File: config.mk
export PLATFORM = sky130hd
export DESIGN_NAME = frame_serializer
export DESIGN_NICKNAME = d
export VERILOG_FILES = /design/src/rtl/frame_serializer.sv
export SDC_FILE = /design/constraint.sdc
export NUM_CORES = 1
export LEC_CHECK = 0
export ABC_AREA = 1
export BUFFER_PORTS_ARGS = -buffer_cell sky130_fd_sc_hd__clkbuf_2
export CAP_MARGIN = 20
export CORE_UTILIZATION = 50
export CTS_CLUSTER_DIAMETER = 50
export CTS_CLUSTER_SIZE = 10
export DETAILED_ROUTE_END_ITERATION = 10
export GPL_TIMING_DRIVEN = 0
export PLACE_DENSITY = 0.78
export SLEW_MARGIN = 40
export SYNTH_ARGS = -nofsm -noshare
export SYNTH_HDL_FRONTEND = slang
export SYNTH_SLANG_ARGS = --single-unit
File: constraint.sdc
create_clock -name clk -period 3.3 [get_ports clk]
set_clock_uncertainty 0.2 [all_clocks]
set_input_delay 0.495 -clock clk [delete_from_list [all_inputs] [get_ports clk]]
set_output_delay 0.495 -clock clk [all_outputs]
set_load 0.01 [all_outputs]
File: src/rtl/frame_serializer.sv
// frame_serializer: captures a din_valid burst into an NUM_CHANNELS-deep
// buffer, then streams a fixed-length frame on a valid/ready port, padding
// unfilled channels with PAD_VALUE. Samples arriving while a frame is being
// emitted are dropped, pulsed on overrun and counted in drop_count.
//
// Optional build macro SER_CHECKSUM_EN: appends one XOR checksum word to
// every frame (dout_last moves to that word).
//
// state     | meaning
// ----------+--------------------------------------------------------
// S_IDLE    | waiting for din_valid to start a burst
// S_CAPTURE | storing burst samples into the buffer
// S_EMIT    | presenting frame words on dout, advancing on dout_ready
module frame_serializer #(
    parameter int                    DATA_WIDTH   = 8,
    parameter int                    NUM_CHANNELS = 8,
    parameter logic [DATA_WIDTH-1:0] PAD_VALUE    = '0,
    parameter int                    CNT_WIDTH    = 8
) (
    input  logic                                  clk,
    input  logic                                  rst,
    input  logic [DATA_WIDTH-1:0]                 din,
    input  logic                                  din_valid,
    output logic [DATA_WIDTH-1:0]                 dout,
    output logic                                  dout_valid,
    input  logic                                  dout_ready,
    output logic                                  dout_first,
    output logic                                  dout_last,
    output logic [$clog2(NUM_CHANNELS+1)-1:0]     frame_len,
    output logic                                  overrun,
    output logic [CNT_WIDTH-1:0]                  drop_count
);

    localparam int LEN_W  = $clog2(NUM_CHANNELS + 1);
    localparam int BUF_AW = $clog2(NUM_CHANNELS);
    localparam logic [BUF_AW-1:0] TOP_WR = BUF_AW'(NUM_CHANNELS - 1);
`ifdef SER_CHECKSUM_EN
    localparam logic [LEN_W-1:0] LAST_IDX = LEN_W'(NUM_CHANNELS);
`else
    localparam logic [LEN_W-1:0] LAST_IDX = LEN_W'(NUM_CHANNELS - 1);
`endif

    typedef enum logic [1:0] {
        S_IDLE,
        S_CAPTURE,
        S_EMIT
    } state_t;

    state_t                state_q;
    logic [DATA_WIDTH-1:0] buf_q [NUM_CHANNELS];
    logic [BUF_AW-1:0]     wr_idx_q;
    logic [LEN_W-1:0]      rd_idx_q;
    logic [LEN_W-1:0]      rd_idx_d;
    logic [LEN_W-1:0]      frame_len_q;
    logic [DATA_WIDTH-1:0] dout_q;
    logic [DATA_WIDTH-1:0] word_d;
    logic                  dout_valid_q;
    logic                  first_q;
    logic                  last_q;
    logic                  overrun_q;
    logic [CNT_WIDTH-1:0]  drop_cnt_q;
    logic [CNT_WIDTH-1:0]  drop_cnt_d;
`ifdef SER_CHECKSUM_EN
    logic [DATA_WIDTH-1:0] csum_q;
`endif

    // Next read index, the word it selects, and the saturating drop count.
    always_comb begin
        rd_idx_d = rd_idx_q + LEN_W'(1);
        word_d   = PAD_VALUE;
        if (rd_idx_d < frame_len_q) begin
            word_d = buf_q[rd_idx_d[BUF_AW-1:0]];
        end
`ifdef SER_CHECKSUM_EN
        if (rd_idx_d == LEN_W'(NUM_CHANNELS)) begin
            // checksum covers every word already emitted, pads included
            word_d = csum_q ^ dout_q;
        end
`endif
        drop_cnt_d = (drop_cnt_q == '1) ? drop_cnt_q : drop_cnt_q + CNT_WIDTH'(1);
    end

    // Capture / emit state machine with registered stream outputs.
    always_ff @(posedge clk) begin
        if (!rst) begin
            state_q      <= S_IDLE;
            wr_idx_q     <= '0;
            rd_idx_q     <= '0;
            frame_len_q  <= '0;
            dout_q       <= '0;
            dout_valid_q <= 1'b0;
            first_q      <= 1'b0;
            last_q       <= 1'b0;
            overrun_q    <= 1'b0;
            drop_cnt_q   <= '0;
`ifdef SER_CHECKSUM_EN
            csum_q       <= '0;
`endif
        end else begin
            overrun_q <= 1'b0;
            case (state_q)
                S_IDLE: begin
                    if (din_valid) begin
                        buf_q[0] <= din;
                        wr_idx_q <= BUF_AW'(1);
                        state_q  <= S_CAPTURE;
                    end
                end
                S_CAPTURE: begin
                    if (din_valid && (wr_idx_q != TOP_WR)) begin
                        buf_q[wr_idx_q] <= din;
                        wr_idx_q        <= wr_idx_q + BUF_AW'(1);
                    end else begin
                        // close the frame: either the buffer just filled or the burst ended
                        if (din_valid) begin
                            buf_q[wr_idx_q] <= din;
                            frame_len_q     <= LEN_W'(NUM_CHANNELS);
                        end else begin
                            frame_len_q     <= LEN_W'(wr_idx_q);
                        end
                        // buf_q[0] is always a real sample, so word 0 needs no pad check
                        dout_q       <= buf_q[0];
                        dout_valid_q <= 1'b1;
                        first_q      <= 1'b1;
                        last_q       <= 1'b0;
                        rd_idx_q     <= '0;
                        wr_idx_q     <= '0;
`ifdef SER_CHECKSUM_EN
                        csum_q       <= '0;
`endif
                        state_q      <= S_EMIT;
                    end
                end
                S_EMIT: begin
                    if (din_valid) begin
                        overrun_q  <= 1'b1;
                        drop_cnt_q <= drop_cnt_d;
                    end
                    if (dout_ready) begin
`ifdef SER_CHECKSUM_EN
                        csum_q <= csum_q ^ dout_q;
`endif
                        if (rd_idx_q == LAST_IDX) begin
                            dout_valid_q <= 1'b0;
                            first_q      <= 1'b0;
                            last_q       <= 1'b0;
                            rd_idx_q     <= '0;
                            state_q      <= S_IDLE;
                        end else begin
                            rd_idx_q <= rd_idx_d;
                            dout_q   <= word_d;
                            first_q  <= 1'b0;
                            last_q   <= (rd_idx_d == LAST_IDX);
                        end
                    end
                end
                default: state_q <= S_IDLE;
            endcase
        end
    end

    assign dout       = dout_q;
    assign dout_valid = dout_valid_q;
    assign dout_first = first_q;
    assign dout_last  = last_q;
    assign frame_len  = frame_len_q;
    assign overrun    = overrun_q;
    assign drop_count = drop_cnt_q;

endmodule

* After elaboration in Yosys (flattened, before gate mapping)
Memories as Yosys holds them, arrays and structs flattened.
Index checks and enable logic that the tools add are counted.
** Cells by class
- Add/sub/neg operators :: 3
- Multiply operators :: 0
- Div/mod/pow operators :: 0
- $lt $le $gt $ge :: 1
- Equality and inequality tests :: 11
- Shift operators :: 0
- Muxes and demuxes :: 44
- Bitwise gates (word level) :: 3
- Reduce and logical (&&, ||, !) cells :: 13
** Operator list (count)
- two-way mux 8 bit :: 6
- two-way mux 1 bit :: 20
- two-way mux 4 bit :: 4
- one-hot mux 8 bit (2 select lines) :: 1
- AND reduction 4 bit :: 3
- inequality test 2 bit, second input constant :: 5
- two-way mux 3 bit :: 3
- adder 8 x 1 -> 8 bit, second input constant :: 1
- == test 4 x 3 -> 1 bit, second input constant :: 2
- == test 8 bit, second input constant :: 1
- two-way mux 2 bit :: 4
- one-hot mux 4 bit (2 select lines) :: 1
- OR reduction 8 bit :: 1
- one-hot mux 1 bit (2 select lines) :: 3
- one-hot mux 2 bit (3 select lines) :: 1
- one-hot mux 3 bit (2 select lines) :: 1
- AND reduction 2 bit :: 3
- AND reduction 3 bit :: 2
- adder 4 x 1 -> 4 bit, second input constant :: 1
- < comparator 4 bit :: 1
- nonzero test 2 bit :: 2
- adder 3 x 1 -> 3 bit, second input constant :: 1
- inequality test 3 bit, second input constant :: 1
- == test 2 x 1 -> 1 bit, second input constant :: 1
- 5 further kinds :: 6
** Storage, ports and cells
- Register bits after elaboration :: 33
- Latch bits :: 0
- RAM bits :: 64
- Memory bits (read-only) :: 0
- Bits of input ports :: 12
- Output and inout bits :: 24
- Logic and storage cells :: 86
- Memories kept :: 1
** Memory list
- buf_q :: depth 8, bits a word 8, rd ports 2, clocked after memory_dff 0, wr ports 1, line 50 : logic [DATA_WIDTH-1:0] buf_q [NUM_CHANNELS];

* Logic depth before layout (Yosys ltp)
Gate-level depths: netlist (run 1).
- Depth in word-level cells :: 9
- Depth in mapped cells :: 13
- Mapped depth without buffers :: 10

* Worst setup path before layout (run 1)
Ideal clock, no wire load.
- Path type :: register to register
- Start :: register rd_idx_q[0]
- End :: register dout_q[6] (netlist: dout[6])
- Library setup time :: 0.070 ns
- Data arrival time :: 2.221 ns
- Required time :: 3.030 ns
- Path slack :: 0.809 ns
- Cell stages (with the launch flop) :: 14
- Buffers on the path :: 4
- Period minus slack after synthesis :: 2.491 ns
- Path through :: dfxtp_1 buf_2 inv_2 buf_4 ha_1 buf_2 inv_2 buf_2 ha_1 nand2_1 nand2_1 a21oi_2 nand3_1 a21oi_1
** Between the ends
- Longest elaborated chain between the ends :: 6
- Elaborated cells on any way between the ends :: 10
- Classes of those cells :: 1 x add/sub; 1 x order compare; 2 x eq/ne; 4 x mux; 1 x reduce/logical; 1 x memory
** Ends and longest elaborated chain
- from (decl) :: line 52 : logic [LEN_W-1:0] rd_idx_q;
- from (signal assigned) :: line 150 : rd_idx_q <= rd_idx_d;
- adder 4 x 1 -> 4 bit :: line 69 : rd_idx_d = rd_idx_q + LEN_W'(1);
- memory (8 x 8 bit) or < comparator 4 bit (tied branches)
- two-way mux 8 bit :: line 71 : if (rd_idx_d < frame_len_q) begin
- two-way mux 8 bit :: line 143 : if (rd_idx_q == LAST_IDX) begin
- two-way mux 8 bit :: line 139 : if (dout_ready) begin
- one-hot mux 8 bit (2 select lines) :: line 101 : case (state_q)
- to (signal assigned) :: line 122 : dout_q <= buf_q[0];
- to (signal assigned) :: line 151 : dout_q <= word_d;
- to (decl) :: line 55 : logic [DATA_WIDTH-1:0] dout_q;
Several ways; a longest one is shown, not always the timed one. The select of a mux whose other input is x is not followed.
A chain may end at the register's enable or synchronous reset.

* Worst setup path after layout (run 1)
Same ends and word-level chain as after synthesis.

==> flow_metrics.py, run 1 <==
metrics = {
    "synth": {
        "postSynthAreaPerCell_sq_um": 8.946,
        "synth.cell_area_sq_um": 4348,
        "synth.ff_latch_count": 97,
        "netlist.area_leader.share": 0.4420,
        "synthesis.yosys.warnings": 0,
        "portion_of_the_post_synthesis_area_used_by_sequential_elements": 0.5940,
        "synthArstFlopShare": 0,
        "synth_cell_types": 28,
        "ys.flop_type": "sky130_fd_sc_hd__edfxtp_1",
        "library_cell_occupying_the_most_area_in_the_post_synthesis_netlist": "sky130_fd_sc_hd__edfxtp_1",
        "netlist_top_cells_count": "148 x sky130_fd_sc_hd__nand2_1, 64 x sky130_fd_sc_hd__edfxtp_1, 60 x sky130_fd_sc_hd__nand3_1",
        "number_of_flops_mapped_to_enable_cells_by_yosys": 64,
        "synth.top_cells.by_area": "sky130_fd_sc_hd__edfxtp_1 44%, sky130_fd_sc_hd__dfxtp_1 15%, sky130_fd_sc_hd__nand2_1 13%, sky130_fd_sc_hd__nand3_1 6.9%, sky130_fd_sc_hd__inv_1 4.8%",
        "synth.net_count": 506,
        "syn-instance-count": 486,
        "most_instantiated_library_cell_after_synthesis": "sky130_fd_sc_hd__nand2_1",
    },
    "pwr": {
        "cellPowerDensity_nw_per_um2": 485.4,
        "vdd_ir_max_uv": 331.2,
        "total_leakage_power_nw": 2.080,
    },
    "timing": {
        "finalSetupViolations": 0,
        "setup-tns-final_ps": 0,
        "worst-slew-pin-transition_ps": 768.0,
        "number_of_hold_violations_in_the_final_report": 0,
        "period_needed_ps": 2967,
        "fin_hold_ws_ps": 203.4,
        "timing.fmax_ghz": 0.3370,
        "max-slew-margin-rel": 0.4861,
        "finalCritPeriodShare": 0.8992,
        "report.final.slew_viol_count": 0,
        "rsz0062_at_grt": "false",
    },
    "worst_setup_path": {
        "worstPathArrival_ps": 3080,
        "path_class": "flop to flop",
        "worstPathCellList": "buf_2, inv_2, buf_4, ha_1, buf_2, inv_2, buf_2, ha_1, nand2_1, nand2_1, a21oi_4, nand3_1, a21oi_1",
        "timing.critical_path.max_delay_family": "buffers and inverters",
        "timing.reg2reg.setup_slack_ps": 330,
        "cpMostUsedCell": "sky130_fd_sc_hd__buf_2",
        "start_kind": "flop",
        "critical_path_peak_fanout": 10,
        "crit_path_top_delay_cell": "sky130_fd_sc_hd__dfxtp_1",
        "critPathRequiredTime_ps": 3410,
        "critical-path-max-stage-delay_ps": 340,
        "crit_buf_inv": 6,
        "critical_path_end_type": "flop",
    },
    "place": {
        "detailedPlacementHpwl_mm": 6.301,
        "post-place-cells": 626,
        "port_buffer_count": 35,
        "finalWeightedCongestion": 0.8911,
    },
    "clocking": {
        "cts_hold_buf": 0,
        "worst_case_clock_buffer_depth": 2,
        "post_cts_resized": 0,
        "htree_num_levels": 3,
        "clockRootBuffer": "sky130_fd_sc_hd__clkbuf_8",
        "clk_latency_ps": 370,
        "tritoncts.num_buffers": 9,
        "number_of_clock_sinks": 97,
        "clk_pin_slew_ps": 100,
        "post_cts_buffers": 0,
        "cts_tree": "built",
    },
    "die": {
        "initial_core_util": 0.5239,
        "dieWidth_um": 95.25,
        "die_h_um": 95.25,
        "design.core.area_sq_um": 8299,
        "std_cell_rows": 33,
        "io_pins": 36,
        "die-area_sq_um": 9073,
    },
    "cells_and_area": {
        "number_of_fill_cells": 702,
        "fin_nets": 552,
        "n_antenna_cell": 0,
        "layout-area-overhead-vs-synth_pct": 11.86,
        "post_route_cells_drive_above_1_share": 0.1508,
        "layout.cells.non_filler": 642,
    },
    "detailed_routing": {
        "detailedRoute.firstIterationViolations": 215,
        "postRouteAntennaNets": 0,
        "drt_first_pass_iters": 5,
        "remaining_drc_errors": 0,
        "routed_via_density": 5.187,
        "detail_route.wirelength_mm": 8.964,
        "route.detailed.wl_per_inst_um": 13.96,
        "vias": 3330,
    },
    "global_routing": {
        "gr-total-overflow": 0,
        "grt_max_degree": 20,
        "vias_in_the_first_global_route": 2996,
        "wire_length_of_the_first_global_routing_pass_mm": 14.18,
        "grt_antenna_before_repair": 0,
        "grtUsageTotal": 0.2112,
    },
    "hold_path": {
        "hold_class": "input pin to flop",
    },
    "run_status": {
        "status": "finished clean",
    },
    "job": {
        "max_cap_violations": 0,
    },
}
[worst register-to-register path: stages (launching register included)]
cell	delay [ps]
sky130_fd_sc_hd__dfxtp_1	340
sky130_fd_sc_hd__buf_2	220
sky130_fd_sc_hd__inv_2	110
sky130_fd_sc_hd__buf_4	200
sky130_fd_sc_hd__ha_1	290
sky130_fd_sc_hd__buf_2	190
sky130_fd_sc_hd__inv_2	180
sky130_fd_sc_hd__buf_2	280
sky130_fd_sc_hd__ha_1	270
sky130_fd_sc_hd__nand2_1	70
sky130_fd_sc_hd__nand2_1	80
sky130_fd_sc_hd__a21oi_4	250
sky130_fd_sc_hd__nand3_1	110
sky130_fd_sc_hd__a21oi_1	130
[cell type report]
type	instances	area, sq um	share of cell area
buffer	16	95.09	0.01955
tap	105	131.4	0.02701
clock inverter	7	70.07	0.01441
timing repair buffer	35	175.2	0.03602
clock buffer	9	123.9	0.02547
sequential	97	2582	0.5310
inverter	60	225.2	0.04631
multi-input combinational	313	1460	0.3002
[per-layer routing]
layer	track usage	part of all wire	wire length (um)	vias up
li1	-	-	-	1682
met1	0.2817	0.45	4054	1517
met2	0.3393	0.47	4200	117
met3	0.04545	0.064	577	14
met4	0.07702	0.015	131	0
met5	0	0	0	-
[kinds of logic after synthesis]
kind of cell	synth area share
AOI/OAI and AO/OA	0.04691
DFF	0.5940
adders and majority gates	0.02302
xor gates and xnor gates	0.004030
and+or+nand+nor	0.2584
buffers and inverters	0.07367
[flip-flops by register name, indices dropped and copies added, names as in the netlist]
register    count
dout_valid      1
drop_count      8
frame_len       4
buf_q          64
dout_first      1
rd_idx_q        4
dout            8
wr_idx_q        3
dout_last       1
state_q         2
overrun         1
[path summary, 6_finish.rpt]
path / startpoint / to / cells after the start
setup / recovery: rd_idx_q[0]$_SDFFE_PN0P_ / dout[6]$_SDFFE_PN0P_ / 13
setup reg to reg: rd_idx_q[0]$_SDFFE_PN0P_ / dout[6]$_SDFFE_PN0P_ / 13
hold / removal: din[2] / buf_q[6][2]$_DFFE_PP_ / 1
hold reg to reg: dout_last$_SDFFE_PN0P_ / dout_last$_SDFFE_PN0P_ / 2
[cell usage in the layout, fill, tap and decap left out, types with 2 or more instances in the layout]
cell / instances
sky130_fd_sc_hd__nand2_1: 148
sky130_fd_sc_hd__edfxtp_1: 64
sky130_fd_sc_hd__nand3_1: 60
sky130_fd_sc_hd__inv_1: 56
sky130_fd_sc_hd__nor2_1: 41
sky130_fd_sc_hd__clkbuf_2: 35
sky130_fd_sc_hd__dfxtp_1: 33
sky130_fd_sc_hd__a21oi_1: 24
sky130_fd_sc_hd__clkbuf_8: 9
sky130_fd_sc_hd__ha_1: 8
sky130_fd_sc_hd__buf_2: 7
sky130_fd_sc_hd__o21ai_0: 7
sky130_fd_sc_hd__nand2_2: 5
sky130_fd_sc_hd__inv_2: 4
sky130_fd_sc_hd__buf_4: 4
sky130_fd_sc_hd__nor2_2: 3
sky130_fd_sc_hd__clkbuf_1: 3
sky130_fd_sc_hd__nor3_1: 3
sky130_fd_sc_hd__xor2_1: 2
sky130_fd_sc_hd__nor2_4: 2
sky130_fd_sc_hd__nand4_1: 2
sky130_fd_sc_hd__inv_8: 2
sky130_fd_sc_hd__inv_6: 2
[report_power, final]
group | internal [mW] | switching (mW)
clock | 0.297 | 0.465
combinational | 0.0867 | 0.175
sequential | 1.32 | 0.0170
total | 1.70 | 0.657
[through the flow]
step / setup WS, ps / util / power [mW] / instance area [sq um]
floorplan: 808.8 / - / 1.538 / 4348
global placement: 312.9 / 0.5608 / 1.613 / 4654
detailed placement: 243.6 / 0.5614 / 1.621 / 4659
CTS: 220.6 / 0.5848 / 2.363 / 4853
global route: 106.9 / 0.5860 / 2.455 / 4863
finish: 332.7 / 0.5860 / 2.360 / 4863
(Power assumes the default switching activity.)
==> inputs of run 2 (changes only) <==
==> constraint.sdc (replaced) <==
create_clock -name clk -period 3.3 [get_ports clk]
set_clock_uncertainty 0.2 [all_clocks]
set_input_delay 0.165 -clock clk [delete_from_list [all_inputs] [get_ports clk]]
set_output_delay 0.165 -clock clk [all_outputs]
set_load 0.01 [all_outputs]
==> run 2 against run 1 <==
  * Critical path depth stayed put
  * Die area unchanged
  * Wire length rose by 1.6%
  * First-iteration DRC count is 18% higher
  * Sequential share of layout area decreased by 1.1 points
  * Combinational power increased by 4%
  * Critical endpoint unchanged
  * Flip-flop and latch count did not move
  * Via count rose by 0.24%
  * Critical path type unchanged
  * Final cell count is 1.6% higher
  * Worst setup slack better by 4.7 ps
==> flow_metrics.py, run 2 (synthesis gave the netlist of run 1 again) <==
metrics = {
    "run_status": {
        "status": "finished clean",
    },
    "clocking": {
        "clk_latency_ps": 370,
        "clk_pin_slew_ps": 100,
        "htree_num_levels": 3,
        "post_cts_buffers": 0,
        "cts_tree": "built",
        "number_of_clock_sinks": 97,
        "tritoncts.num_buffers": 9,
        "clockRootBuffer": "sky130_fd_sc_hd__clkbuf_8",
        "worst_case_clock_buffer_depth": 2,
    },
    "timing": {
        "setup-tns-final_ps": 0,
        "period_needed_ps": 2963,
        "finalCritPeriodShare": 0.8977,
        "max-slew-margin-rel": 0.4922,
        "worst-slew-pin-transition_ps": 758.8,
        "fin_hold_ws_ps": 27.35,
        "rsz0062_at_grt": "false",
        "pnr_worst_setup_slack_ps": 337.4,
        "finalSetupViolations": 0,
        "report.final.slew_viol_count": 0,
        "timing.fmax_ghz": 0.3375,
        "number_of_hold_violations_in_the_final_report": 0,
    },
    "place": {
        "port_buffer_count": 35,
        "placed_area_sq_um": 4659,
        "detailedPlacementHpwl_mm": 6.301,
        "preCtsSetupSlack_ps": 243.6,
        "finalWeightedCongestion": 0.8911,
    },
    "cells_and_area": {
        "layout_common_cells": "148 x sky130_fd_sc_hd__nand2_1, 64 x sky130_fd_sc_hd__edfxtp_1, 60 x sky130_fd_sc_hd__nand3_1, 56 x sky130_fd_sc_hd__inv_1, 41 x sky130_fd_sc_hd__nor2_1",
        "largest-register": "buf_q",
        "fin_nets": 562,
        "layout-area-overhead-vs-synth_pct": 14.16,
        "number_of_fill_cells": 693,
        "largest_register_ff_count": 64,
        "layout.cells.most_common": "sky130_fd_sc_hd__nand2_1",
        "post-route-util": 0.5981,
        "n_antenna_cell": 0,
        "layout.cell_area.non_filler_sq_um": 4964,
        "post_route_cells_drive_above_1_share": 0.1481,
    },
    "global_routing": {
        "gr-total-overflow": 0,
        "vias_in_the_first_global_route": 3061,
        "grt_antenna_before_repair": 0,
        "grt_max_degree": 20,
        "grtUsageTotal": 0.2152,
        "wire_length_of_the_first_global_routing_pass_mm": 14.43,
    },
    "die": {
        "std_cell_rows": 33,
        "die_h_um": 95.25,
        "initial_core_util": 0.5239,
        "dieWidth_um": 95.25,
        "io_pins": 36,
        "die-area_sq_um": 9073,
        "design.core.area_sq_um": 8299,
    },
    "worst_setup_path": {
        "timing.reg2reg.setup_slack_ps": 340,
        "critical_path_end_type": "flop",
        "path_class": "flop to flop",
        "critical_path_peak_fanout": 10,
        "reg2reg_from": "rd_idx_q[0]$_SDFFE_PN0P_",
        "critPathRequiredTime_ps": 3410,
        "start_kind": "flop",
        "end_of_the_worst_register_to_register_path": "dout[6]$_SDFFE_PN0P_",
        "worstPathArrival_ps": 3070,
        "worst_r2r_path_depth": 13,
    },
    "hold_path": {
        "timing.hold.worst_path_depth": 5,
        "whs_endpoint": "rd_idx_q[2]$_SDFFE_PN0P_",
        "hold_class": "input pin to flop",
        "holdCritStartpoint": "dout_ready",
    },
    "detailed_routing": {
        "drt_first_pass_iters": 5,
        "detailedRoute.firstIterationViolations": 253,
        "detail_route.wirelength_mm": 9.110,
        "routed_via_density": 5.120,
        "route.detailed.wl_per_inst_um": 13.97,
        "remaining_drc_errors": 0,
        "vias": 3338,
        "postRouteAntennaNets": 0,
    },
    "job": {
        "max_cap_violations": 0,
    },
    "pwr": {
        "vdd_ir_max_uv": 331.6,
        "cellPowerDensity_nw_per_um2": 477.1,
        "total_leakage_power_nw": 2.122,
    },
}
## run 2: cell type report
cell class | instances | area [sq um] | share of cell area
flip-flops and latches | 97 | 2582 | 0.5203
plain buffers | 16 | 95.09 | 0.01916
clock inverters | 7 | 70.07 | 0.01412
multi-input cells | 313 | 1460 | 0.2942
clock buffers | 9 | 123.9 | 0.02496
repair buffers | 45 | 275.3 | 0.05546
inverters | 60 | 225.2 | 0.04537
well taps | 105 | 131.4 | 0.02647
## run 2: where the power goes
group	switching (mW)	internal [mW]	total, mW
Sequential	0.0170	1.32	1.34
Combinational	0.177	0.0944	0.272
Clock	0.463	0.297	0.759
## run 2: metal layers
metal  wire, um  vias to the layer above  global-route usage
li1           -                     1695                   -
met1       4036                     1504              0.2859
met2       4312                      122              0.3482
met3        622                       17             0.04545
met4        138                        0             0.07702
met5          0                        -                   0
## run 2: how the worst max path moves through the flow
stage / slack (ps) / endpoint / from
after floorplan: 810 / dout[6]$_SDFFE_PN0P_ / rd_idx_q[0]$_SDFFE_PN0P_
after global placement: 310 / dout[6]$_SDFFE_PN0P_ / rd_idx_q[0]$_SDFFE_PN0P_
after detailed placement: 240 / dout[6]$_SDFFE_PN0P_ / rd_idx_q[0]$_SDFFE_PN0P_
after CTS: 220 / dout[6]$_SDFFE_PN0P_ / rd_idx_q[0]$_SDFFE_PN0P_
after global routing: 100 / dout[6]$_SDFFE_PN0P_ / rd_idx_q[0]$_SDFFE_PN0P_
final: 340 / dout[6]$_SDFFE_PN0P_ / rd_idx_q[0]$_SDFFE_PN0P_
## run 2: worst max-delay path, stage by stage, from the launching register on
cell                      delay (ps)
sky130_fd_sc_hd__dfxtp_1         340
sky130_fd_sc_hd__buf_2           220
sky130_fd_sc_hd__inv_2           110
sky130_fd_sc_hd__buf_4           190
sky130_fd_sc_hd__ha_1            290
sky130_fd_sc_hd__buf_2           180
sky130_fd_sc_hd__inv_2           170
sky130_fd_sc_hd__buf_2           280
sky130_fd_sc_hd__ha_1            270
sky130_fd_sc_hd__nand2_1          70
sky130_fd_sc_hd__nand2_1          80
sky130_fd_sc_hd__a21oi_4         250
sky130_fd_sc_hd__nand3_1         110
sky130_fd_sc_hd__a21oi_1         130
## run 2: repair_timing
| action | 4_1_cts | 5_1_grt |
|---|---|---|
| hold buffers | 10 | 0 |
| setup endpoints to repair | 0 | 3 |
| resized for setup | 0 | 1 |
| hold endpoints to repair | 72 | 0 |
## run 2: stage by stage
stage          instances  power, mW
6_report             652      2.368
3_3_place_gp         626      1.613
2_1_floorplan        486      1.538
3_5_place_dp         626      1.621
5_1_grt              652      2.465
4_1_cts              652      2.372
==> inputs of run 3 (changes only) <==
--- a/config.mk
+++ b/config.mk
@@ -13,6 +13,7 @@
 export CTS_CLUSTER_SIZE = 10
 export DETAILED_ROUTE_END_ITERATION = 10
 export GPL_TIMING_DRIVEN = 0
+export MAX_ROUTING_LAYER = met4
 export PLACE_DENSITY = 0.78
 export SLEW_MARGIN = 40
 export SYNTH_ARGS = -nofsm -noshare
==> run 3 against run 2 <==
  * Flip-flop and latch count is the same
  * Power fell by 0.20%
  * Wire length is essentially flat
  * Worst setup slack gained 14 ps
  * Die area did not move
  * Global-route usage grew 0.66 points
  * Largest cell class unchanged
  * Register-to-register slack barely moved
  * Sequential power is essentially flat
  * Critical path depth stayed put
  * Hold slack got worse by 2.7 ps
  * Combinational power barely moved
  * Sequential share of layout area is the same
==> flow_metrics.py, run 3 (synthesis gave the netlist of run 1 again) <==
metrics = {
    "clocking": {
        "worst_case_clock_buffer_depth": 2,
        "clk_latency_ps": 370,
        "tritoncts.num_buffers": 9,
        "number_of_clock_sinks": 97,
        "clockRootBuffer": "sky130_fd_sc_hd__clkbuf_8",
        "cts_tree": "built",
        "htree_num_levels": 3,
        "clk_pin_slew_ps": 100,
    },
    "worst_setup_path": {
        "critical_path_peak_fanout": 10,
        "timing.reg2reg.setup_slack_ps": 350,
        "critPathRequiredTime_ps": 3410,
        "start_kind": "flop",
        "reg2reg_from": "rd_idx_q[0]$_SDFFE_PN0P_",
        "critical_path_end_type": "flop",
        "worstSetupStartpoint": "rd_idx_q[0]$_SDFFE_PN0P_",
        "path_class": "flop to flop",
        "worstPathArrival_ps": 3060,
    },
    "die": {
        "dieWidth_um": 95.25,
        "io_pins": 36,
        "design.core.area_sq_um": 8299,
        "die-area_sq_um": 9073,
        "std_cell_rows": 33,
        "die_h_um": 95.25,
        "initial_core_util": 0.5239,
    },
    "run_status": {
        "status": "finished clean",
    },
    "job": {
        "max_cap_violations": 0,
    },
    "hold_path": {
        "holdCritStartpoint": "dout_ready",
        "hold_class": "input pin to flop",
    },
    "detailed_routing": {
        "remaining_drc_errors": 0,
        "vias": 3354,
        "route.detailed.wl_per_inst_um": 13.96,
        "drt_first_pass_iters": 5,
        "detail_route.wirelength_mm": 9.102,
        "detailedRoute.firstIterationViolations": 248,
        "postRouteAntennaNets": 0,
        "routed_via_density": 5.144,
    },
    "cells_and_area": {
        "layout.cells.most_common": "sky130_fd_sc_hd__nand2_1",
        "n_antenna_cell": 0,
        "fin_nets": 562,
        "largest_register_ff_count": 64,
        "number_of_fill_cells": 693,
        "layout-area-overhead-vs-synth_pct": 14.16,
        "layout_common_cells": "148 x sky130_fd_sc_hd__nand2_1, 64 x sky130_fd_sc_hd__edfxtp_1, 60 x sky130_fd_sc_hd__nand3_1, 56 x sky130_fd_sc_hd__inv_1, 41 x sky130_fd_sc_hd__nor2_1",
        "largest-register": "buf_q",
        "post_route_cells_drive_above_1_share": 0.1481,
    },
    "pwr": {
        "pwr-share-comb": 0.115,
        "p_clk_frac": 0.320,
        "cellPowerDensity_nw_per_um2": 476.1,
        "vdd_ir_max_uv": 330.6,
        "design_power_total_mw": 2.363,
        "sequentialPowerShare": 0.566,
        "netSwitchingPower_mw": 0.6523,
        "power_switching_share": 0.2760,
        "total_leakage_power_nw": 2.122,
        "internal-power_mw": 1.711,
    },
    "global_routing": {
        "grtUsageMet3": 0.04545,
        "gr-usage-met2": 0.3482,
        "grt_max_degree": 20,
        "wire_length_of_the_first_global_routing_pass_mm": 14.45,
        "grtUsageMet1": 0.2865,
        "vias_in_the_first_global_route": 3057,
        "grtUsageTotal": 0.2218,
        "grt_busiest_layer": "met2",
        "grt_antenna_before_repair": 0,
        "gr-total-overflow": 0,
    },
    "timing": {
        "setup-tns-final_ps": 0,
        "period_needed_ps": 2948,
        "rsz0062_at_grt": "false",
        "report.final.slew_viol_count": 0,
        "timing.fmax_ghz": 0.3392,
        "finalCritPeriodShare": 0.8935,
        "number_of_hold_violations_in_the_final_report": 0,
        "max-slew-margin-rel": 0.4979,
        "worst-slew-pin-transition_ps": 750.4,
        "finalSetupViolations": 0,
    },
    "place": {
        "port_buffer_count": 35,
        "detailedPlacementHpwl_mm": 6.301,
        "finalWeightedCongestion": 0.9061,
    },
}
-- run 3: cell counts in the layout (fill, tap and decap cells not counted) --
No cell type changed its count.
-- run 3: per-layer routing --
metal / share of wire / up-vias / wire (um)
met4: 0.0059 / 0 / 54
met3: 0.079 / 8 / 715
met5: 0 / - / 0
met2: 0.48 / 130 / 4379
met1: 0.43 / 1517 / 3954
li1: - / 1699 / -
-- run 3: critical path: stages (launching register included) --
cell,delay [ps]
sky130_fd_sc_hd__dfxtp_1,340
sky130_fd_sc_hd__buf_2,220
sky130_fd_sc_hd__inv_2,110
sky130_fd_sc_hd__buf_4,190
sky130_fd_sc_hd__ha_1,290
sky130_fd_sc_hd__buf_2,180
sky130_fd_sc_hd__inv_2,170
sky130_fd_sc_hd__buf_2,270
sky130_fd_sc_hd__ha_1,270
sky130_fd_sc_hd__nand2_1,70
sky130_fd_sc_hd__nand2_1,80
sky130_fd_sc_hd__a21oi_4,250
sky130_fd_sc_hd__nand3_1,110
sky130_fd_sc_hd__a21oi_1,130
-- run 3: what timing repair did --
item | CTS | global route
endpoints found under the hold margin | 72 | 0
setup buffers | 0 | 0
endpoints found under the setup margin | 0 | 3
gates resized for setup | 0 | 1
hold buffers | 10 | 0
-- run 3: final timing paths --
path | end | cells past startpoint
worst max register to register | dout[6]$_SDFFE_PN0P_ | 13
worst max-delay path | dout[6]$_SDFFE_PN0P_ | 13
worst min-delay path | rd_idx_q[2]$_SDFFE_PN0P_ | 5
worst min register to register | dout_first$_SDFFE_PN0P_ | 2
-- run 3: area by class of cell --
cell class | count | area, sq um | area share
multi-input combinational | 313 | 1460 | 0.2942
clock buffer | 9 | 123.9 | 0.02496
inverter | 60 | 225.2 | 0.04537
tap | 105 | 131.4 | 0.02647
sequential | 97 | 2582 | 0.5203
timing repair buffer | 45 | 275.3 | 0.05546
clock inverter | 7 | 70.07 | 0.01412
buffer | 16 | 95.09 | 0.01916
-- run 3: power by group through the flow --
| stage | Combinational [mW] | Sequential [mW] | Clock [mW] |
|---|---|---|---|
| 5_1_grt | 0.303 | 1.34 | 0.821 |
| 4_1_cts | 0.269 | 1.34 | 0.766 |
| 6_report | 0.271 | 1.34 | 0.755 |
| 2_1_floorplan | 0.167 | 1.37 | 0 |
| 3_5_place_dp | 0.256 | 1.36 | 0 |
| 3_3_place_gp | 0.249 | 1.36 | 0 |
-- run 3: through the flow --
step	instance area (sq um)	std cells	worst slack [ps]	hold WS, ps	util
2_1_floorplan	4348	486	808.8	63.87	-
3_3_place_gp	4654	626	312.9	248.5	0.5608
3_5_place_dp	4659	626	243.6	263.0	0.5614
4_1_cts	4954	652	220.6	13.41	0.5969
5_1_grt	4964	652	102.6	42.54	0.5981
6_report	4964	652	351.6	24.61	0.5981
